[src/rtl/serial_exec_core.sv]
// Bit-serial execute core: latches one operation, processes it LSB first over WIDTH
// cycles, then commits to a small register file. Define SERIAL_EXEC_SUB_EN to enable SUB (op 001).
module serial_exec_core #(
  parameter  int WIDTH = 8,
  parameter  int NREGS = 4,
  localparam int AW    = $clog2(NREGS)
) (
  input  logic             clk,
  input  logic             rst_n,
  input  logic             start,
  input  logic [2:0]       op,
  input  logic [AW-1:0]    rd,
  input  logic [AW-1:0]    rs1,
  input  logic [AW-1:0]    rs2,
  input  logic [WIDTH-1:0] imm,
  output logic             busy,
  output logic             done,
  output logic             illegal,
  output logic             carry,
  output logic [WIDTH-1:0] acc,
  input  logic [AW-1:0]    rd_sel,
  output logic [WIDTH-1:0] rd_data
);

  localparam int CW = (WIDTH > 1) ? $clog2(WIDTH) : 1;

  localparam logic [1:0] S_IDLE = 2'd0;
  localparam logic [1:0] S_EXEC = 2'd1;
  localparam logic [1:0] S_DONE = 2'd2;

  localparam logic [2:0] OP_ADD  = 3'b000;
  localparam logic [2:0] OP_SUB  = 3'b001;
  localparam logic [2:0] OP_AND  = 3'b010;
  localparam logic [2:0] OP_OR   = 3'b011;
  localparam logic [2:0] OP_XOR  = 3'b100;
  localparam logic [2:0] OP_ADDI = 3'b101;
  localparam logic [2:0] OP_LI   = 3'b110;
  localparam logic [2:0] OP_ILL  = 3'b111;

  logic [1:0]       r_state;
  logic [CW-1:0]    r_cnt;
  logic [2:0]       r_op;
  logic [AW-1:0]    r_rd;
  logic [WIDTH-1:0] r_a;
  logic [WIDTH-1:0] r_b;
  logic [WIDTH-2:0] r_res;
  logic             r_c;
  logic             r_ill;
  logic             r_carry;
  logic [WIDTH-1:0] r_acc;
  logic [WIDTH-1:0] r_regs [NREGS];

  logic             w_accept;
  logic             w_last;
  logic             w_op_illegal;
  logic             w_carry_init;
  logic             w_arith;
  logic             w_b_bit;
  logic             w_sum;
  logic             w_cout;
  logic             w_bit;
  logic [WIDTH-1:0] w_res_next;

`ifdef SERIAL_EXEC_SUB_EN
  // SUB is rs1 + ~rs2 + 1: invert the rs2 bit stream and preset the carry.
  assign w_op_illegal = (op == OP_ILL);
  assign w_carry_init = (op == OP_SUB);
  assign w_arith      = (r_op == OP_ADD) || (r_op == OP_ADDI) || (r_op == OP_SUB);
  assign w_b_bit      = r_b[0] ^ (r_op == OP_SUB);
`else
  assign w_op_illegal = (op == OP_ILL) || (op == OP_SUB);
  assign w_carry_init = 1'b0;
  assign w_arith      = (r_op == OP_ADD) || (r_op == OP_ADDI);
  assign w_b_bit      = r_b[0];
`endif

  // DONE samples start like IDLE so back-to-back operations run every WIDTH+1 cycles.
  assign w_accept = start && ((r_state == S_IDLE) || (r_state == S_DONE));
  assign w_last   = (r_cnt == CW'(WIDTH - 1));

  assign w_sum  = r_a[0] ^ w_b_bit ^ r_c;
  assign w_cout = (r_a[0] & w_b_bit) | (r_a[0] & r_c) | (w_b_bit & r_c);

  // NOTE: every signal written in always_comb gets a default first, so no latch is inferred.
  always_comb begin
    w_bit = w_sum;
    case (r_op)
      OP_AND:  w_bit = r_a[0] & r_b[0];
      OP_OR:   w_bit = r_a[0] | r_b[0];
      OP_XOR:  w_bit = r_a[0] ^ r_b[0];
      OP_LI:   w_bit = r_b[0];
      default: w_bit = w_sum;
    endcase
  end

  assign w_res_next = {w_bit, r_res};

  // NOTE: sequential state uses non-blocking assignments only, so every register
  // samples pre-edge values regardless of statement order.
  always_ff @(posedge clk or negedge rst_n) begin
    if (!rst_n) begin
      r_state <= S_IDLE;
      r_cnt   <= '0;
      r_op    <= '0;
      r_rd    <= '0;
      r_a     <= '0;
      r_b     <= '0;
      r_res   <= '0;
      r_c     <= 1'b0;
      r_ill   <= 1'b0;
      r_carry <= 1'b0;
      r_acc   <= '0;
      // NOTE: the register file is small and must read zero after reset, so it is
      // reset explicitly; larger memories would normally be left unreset.
      for (int i = 0; i < NREGS; i++) r_regs[i] <= '0;
    end else begin
      case (r_state)
        S_EXEC: begin
          r_a   <= r_a >> 1;
          r_b   <= r_b >> 1;
          r_res <= w_res_next[WIDTH-1:1];
          r_c   <= w_cout;
          r_cnt <= r_cnt + CW'(1);
          if (w_last) begin
            r_state <= S_DONE;
            if (!r_ill) begin
              r_acc   <= w_res_next;
              r_carry <= w_arith ? w_cout : 1'b0;
              if (r_rd != '0) r_regs[r_rd] <= w_res_next;
            end
          end
        end
        S_IDLE, S_DONE: begin
          if (w_accept) begin
            r_state <= S_EXEC;
            r_cnt   <= '0;
            r_op    <= op;
            r_rd    <= rd;
            r_a     <= r_regs[rs1];
            r_b     <= ((op == OP_ADDI) || (op == OP_LI)) ? imm : r_regs[rs2];
            r_c     <= w_carry_init;
            r_ill   <= w_op_illegal;
          end else begin
            r_state <= S_IDLE;
          end
        end
        default: r_state <= S_IDLE;
      endcase
    end
  end

  assign busy    = (r_state == S_EXEC);
  assign done    = (r_state == S_DONE);
  assign illegal = done && r_ill;
  assign carry   = r_carry;
  assign acc     = r_acc;
  assign rd_data = (rd_sel == '0) ? '0 : r_regs[rd_sel];

endmodule

[config.mk]
export PLATFORM = sky130hd
export DESIGN_NAME = serial_exec_core
export DESIGN_NICKNAME = d
export VERILOG_FILES = /design/src/rtl/serial_exec_core.sv
export SDC_FILE = /design/constraint.sdc
export NUM_CORES = 1
export LEC_CHECK = 0
export ABC_AREA = 1
export CAP_MARGIN = 20
export CORE_MARGIN = 3
export CORE_UTILIZATION = 64
export DETAILED_ROUTE_END_ITERATION = 7
export DONT_BUFFER_PORTS = 1
export GPL_TIMING_DRIVEN = 0
export MAX_ROUTING_LAYER = met4
export PLACE_DENSITY = 0.78
export SYNTH_ARGS = -nofsm -noshare
export SYNTH_HDL_FRONTEND = slang
export SYNTH_SLANG_ARGS = --single-unit
[constraint.sdc]
create_clock -name clk -period 2.1 [get_ports clk]
set_input_delay 0.42 -clock clk [delete_from_list [all_inputs] [get_ports clk]]
set_output_delay 0.42 -clock clk [all_outputs]
set_load 0.02 [all_outputs]
==> flow_summary.ini, run 1 <==
[floorplan]
initial_utilization_pct = 68.55
core-area_um2 = 6131
ios = 42
rows = 28
dieWidth_um = 87.04
die_y_um = 87.04
dieArea_um2 = 7575

[job]
drv_cap = 0

[setup_path]
cp_top_family = compound AO/OA/AOI/OAI gates
slowest_stage = a211oi_1
worst_setup_path_end_kind = output pin
cp_cell_sequence = clkbuf_1 -> a21oi_1 -> a211oi_1
crit_buf_inv = 1
arrival_ns = 1.55
worst-path-max-fanout = 10
cpPeakStageDelay_ns = 0.62
crit_path_start_kind = input port
criticalPathCategory = input port to output pin
worst_ep_required_time_ns = 1.68

[sta]
skew_ns = 0.01114
hold_viol_final = 76
setup_viol = 0
rsz0062_at_grt = false
max_freq_mhz = 508.0
setup_tns_ns = 0
drv_slew = 0
holdWs_ns = -0.2490
finalCritPeriodShare_pct = 93.75
tightestPinTransition_ns = 0.7190
slew-limit-headroom_pct = 51.78
min_period_ns = 1.969

[power_and_ir_drop]
ir_drop_v = 0.0009273
power_density_nw_per_um2 = 1264
p_leak_nw = 2.236

[synthesis]
ys_async_sr_fraction_pct = 100.0
synth_seq_cells = 76
ys_warn_count = 0
netlist.area_leader.share_pct = 45.25
synth_area_um2 = 4203
synth_edf_count = 0
ys_types = 28
synthTopCellsByArea = dfrtp_1, nand2_1, o21ai_0, inv_1, a21oi_1
syn-mean-instance-area_um2 = 7.518
synth_cells = 559
yosysSeqAreaShare_pct = 45.25
yosysTopAreaCell = dfrtp_1
yosys_most_used_dff = dfrtp_1
syn-num-nets = 586

[global_routing]
grt_overflow = 0
first_global_vias = 3510
grt_max_degree = 77
antenna_found_initial = 0
grtUsageTotal_pct = 31.37
grt_first_pass_wirelength_um = 17670

[layout]
diodes = 0
n_fill_cell = 467
final_common_cell = nand2_1
fin_nets = 597
mostFrequentLayoutCells = nand2_1, dfrtp_1, inv_1
utilization_pct = 73.51
layout-drive-gt1-share_pct = 11.13
synthToLayoutAreaGrowth_pct = 7.234

[clock_tree]
clk_pin_slew_ns = 0.09
cts_tree = built
clockBufferDepth = 2
htreeDepth = 3
clock-sinks = 76
cts_root_buf = clkbuf_8
numCtsBuffers = 9
clock_latency_ns = 0.35

[worst_hold_path]
min_path_type = input port to asynchronous set/reset pin

[placed_design]
gp_congestion = 0.9737
placement.io_buffers = 0
hpwlAfterDp_um = 7542

[status]
violations = negative hold slack
status = finished with violations

[detailed_routing]
viasPerCell = 5.638
initialDrtViolationCount = 445
drt_wl_total_um = 10380
post_drt_wl_per_cell_um = 15.97
postRouteAntennaNets = 0
drc = 0
firstDrtPassIters = 5
vias = 3665
-- report_power, final --
group	switching, mW	leakage (nW)	total, mW	internal [mW]
registers	0.467	1.01	2.43	1.96
logic	1.35	1.12	2.08	0.737
clock network	0.569	0.102	1.19	0.616
total	2.38	2.24	5.70	3.31
-- routing by layer --
metal	GRT usage [%]	wire (um)	share of wire, %	vias to the layer above
li1	-	-	-	1791
met1	45.30	4771	46	1706
met2	44.79	4680	45	144
met3	4.163	648	6.2	24
met4	12.89	280	2.7	0
met5	-	0	0	-
-- registers in the layout, indices dropped and copies added (netlist names) --
| register | flops |
|---|---|
| r_c | 1 |
| r_a | 8 |
| r_ill | 1 |
| r_regs | 32 |
| r_op | 3 |
| acc | 8 |
| r_b | 8 |
| carry | 1 |
| r_state | 2 |
| r_cnt | 3 |
| r_rd | 2 |
| r_res | 7 |
-- final timing paths --
path,start,depth (start not counted),slack (ns),endpoint
min in group clk,rd[0],2,0.19,r_rd[0]
max in group asynchronous,rst_n,0,2.21,r_regs[15]
max reg2reg,r_a[0],6,0.36,r_res[6]
max,rd_sel[1],3,0.13,rd_data[6]
min reg2reg,r_regs[31],1,0.46,r_regs[31]
min,rst_n,0,-0.25,r_regs[29]
-- final cells by class --
type                    instances  area (um2)  share of cell area, %
clock inverters                 5       58.81                  1.305
multi-input cells             381        1821                  40.39
flip-flops and latches         76        1902                  42.20
well taps                      75       93.84                  2.082
inverters                      70       265.3                  5.886
plain buffers                  32       215.2                  4.775
clock buffers                  11       151.4                  3.359
-- what timing repair did --
| item | in CTS | in global routing |
|---|---|---|
| hold endpoints to repair | 76 | 76 |
| buffers inserted | 0 | 0 |
| gates resized for setup | 0 | 0 |
-- cell usage after synthesis (4+ instances only) --
cell type	number
a21oi_1	36
buf_2	7
buf_4	5
buf_6	9
clkbuf_1	11
dfrtp_1	76
ha_1	4
inv_1	65
nand2_1	184
nand2_4	4
nand3_1	32
nand4_1	7
nor2_1	22
o21ai_0	60
o21ai_2	14
-- per-stage QoR --
step	total power, mW	instances	area, um2	hold slack [ns]	worst slack [ns]
5_1_grt	6.162	650	4507	-0.2647	0.002654
3_3_place_gp	4.408	634	4297	0.1259	0.1861
3_5_place_dp	4.501	634	4297	0.1260	0.1334
2_1_floorplan	3.963	559	4203	0.1244	0.3478
4_1_cts	5.689	650	4507	-0.2526	0.1344
6_report	5.696	650	4507	-0.2490	0.1313
-- logic make-up (layout without fill, tap and decap cells) --
| family | count (synthesis) | in the layout | share of synthesized area (%) |
|---|---|---|---|
| AND/OR/NAND/NOR | 256 | 256 | 25.66 |
| AO/OA/AOI/OAI | 119 | 119 | 15.78 |
| buffers and inverters | 102 | 118 | 11.43 |
| flip-flops | 76 | 76 | 45.25 |
| adder cells (fa/ha/maj) | 5 | 5 | 1.667 |
| XOR/XNOR | 1 | 1 | 0.2084 |
No activity file was read; power rests on OpenSTA's default activity.
==> run 2, diff against run 1 <==
--- a/config.mk
+++ b/config.mk
@@ -14,6 +14,7 @@
 export GPL_TIMING_DRIVEN = 0
 export MAX_ROUTING_LAYER = met4
 export PLACE_DENSITY = 0.78
+export REMOVE_ABC_BUFFERS = 1
 export SYNTH_ARGS = -nofsm -noshare
 export SYNTH_HDL_FRONTEND = slang
 export SYNTH_SLANG_ARGS = --single-unit
==> run 2 against run 1 <==
Against the previous run: the flow still finishes with violations (negative hold slack); critical path depth did not move; sequential share of layout area rose by 2.5 points; clock power fell by 13%; final area fell by 5.5%; via count fell by 4.1%; die area did not move; maximum frequency fell by 1.8%; core utilization fell by 4.1 points; total power fell by 6.4%; hold slack got worse by 0.012 ns; worst setup slack got worse by 0.036 ns; critical path type unchanged; largest cell class unchanged; largest power group unchanged; highest routed layer unchanged.
==> flow_summary.ini, run 2 (synthesis results as in run 1) <==
[setup_path]
worst-path-max-fanout = 17
slowest_stage = a211oi_1
crit_path_start_kind = input port
cpPeakStageDelay_ns = 0.68
arrival_ns = 1.58
worst_ep_required_time_ns = 1.68
criticalPathCategory = input port to output pin
worst_setup_path_end_kind = output pin
cp_cell_sequence = inv_1 -> nor3_1 -> a211oi_1

[clock_tree]
postCtsSetupBuffers = 0
cts_root_buf = clkbuf_8
clock_latency_ns = 0.36
cts_tree = built
clockBufferDepth = 2
clock-sinks = 76
htreeDepth = 3
clk_pin_slew_ns = 0.09
numCtsBuffers = 9

[layout]
diodes = 0
mostFrequentLayoutCells = nand2_1, dfrtp_1, inv_1
fin_nets = 565
largest_register = r_regs
final_common_cell = nand2_1
largest_reg_flops = 32
utilization_pct = 69.45
n_fill_cell = 498
synthToLayoutAreaGrowth_pct = 1.310
stdcell_area_um2 = 4258
layout-drive-gt1-share_pct = 8.103

[global_routing]
first_global_vias = 3286
antenna_found_initial = 0
grtUsageTotal_pct = 28.78
grt_max_degree = 77
grt_first_pass_wirelength_um = 16100
grt_overflow = 0

[floorplan]
rows = 28
core-area_um2 = 6131
initial_utilization_pct = 68.55
ios = 42
die_y_um = 87.04
dieArea_um2 = 7575
dieWidth_um = 87.04

[sta]
slew-limit-headroom_pct = 44.31
min_period_ns = 2.004
setup_ws_ns = 0.09558
setup_viol = 0
drv_slew = 0
hold_viol_final = 76
rsz0062_at_grt = false
skew_ns = 0.01118
tightestPinTransition_ns = 0.8303
max_freq_mhz = 498.9
finalCritPeriodShare_pct = 95.45
setup_tns_ns = 0
holdWs_ns = -0.2613

[detailed_routing]
post_drt_wl_per_cell_um = 15.80
postRouteAntennaNets = 0
firstDrtPassIters = 5
vias = 3513
drc = 0
viasPerCell = 5.684
drt_wl_total_um = 9766
initialDrtViolationCount = 350

[power_and_ir_drop]
power_density_nw_per_um2 = 1252
ir_drop_v = 0.0009638
p_leak_nw = 2.100

[placed_design]
hpwlAfterDp_um = 6468
placement.io_buffers = 0
gp_congestion = 0.9461
pre_cts_ws_ns = 0.1174
placed_cell_area_um2 = 4081

[job]
drv_cap = 0

[status]
status = finished with violations
violations = negative hold slack

[worst_hold_path]
min_path_type = input port to asynchronous set/reset pin
run 2: timing repair:
item,in CTS,in global routing
endpoints found under the hold margin,76,76
gates resized for setup,0,1
endpoints found under the setup margin,0,16
run 2: metrics by stage:
stage | instances | total power [mW]
after floorplan | 527 | 3.806
after global placement | 602 | 4.210
after detailed placement | 602 | 4.300
after CTS | 618 | 5.330
after global routing | 618 | 5.793
final | 618 | 5.331
run 2: worst max-delay path, delay by kind of cell:
family / cells / cell delay [ns]
compound gates: 1 / 0.68
buf+inv: 1 / 0.36
simple gates: 1 / 0.12
run 2: path summary, 6_finish.rpt:
kind / slack (ns) / depth (start not counted) / startpoint / end
max: 0.1 / 3 / rd_sel[0] / rd_data[6]
min in group clk: 0.19 / 2 / rd[1] / r_rd[1]
min: -0.26 / 0 / rst_n / r_regs[19]
max reg2reg: 0.29 / 10 / r_cnt[0] / r_regs[15]
min reg2reg: 0.38 / 0 / r_regs[31] / r_regs[31]
max in group asynchronous: 2.24 / 0 / rst_n / r_state[0]
run 2: per-layer routing:
metal | vias to the layer above | share of wire (%) | track usage, %
li1 | 1728 | - | -
met1 | 1630 | 45 | 40.81
met2 | 134 | 44 | 40.79
met3 | 21 | 7.5 | 5.203
met4 | 0 | 2.9 | 12.04
met5 | - | 0 | -
run 2: where the power goes:
group | total, mW | leakage (nW) | switching [mW] | internal, mW
Clock | 1.03 | 0.0860 | 0.598 | 0.435
Sequential | 2.49 | 1.01 | 0.522 | 1.96
Combinational | 1.81 | 1.00 | 1.20 | 0.618
run 2: layout make-up:
cell class	count	area, um2	area share [%]
well taps	75	93.84	2.204
inverters	70	265.3	6.230
multi-input cells	381	1821	42.76
clock buffers	9	123.9	2.909
flip-flops and latches	76	1903	44.70
clock inverters	7	51.30	1.205
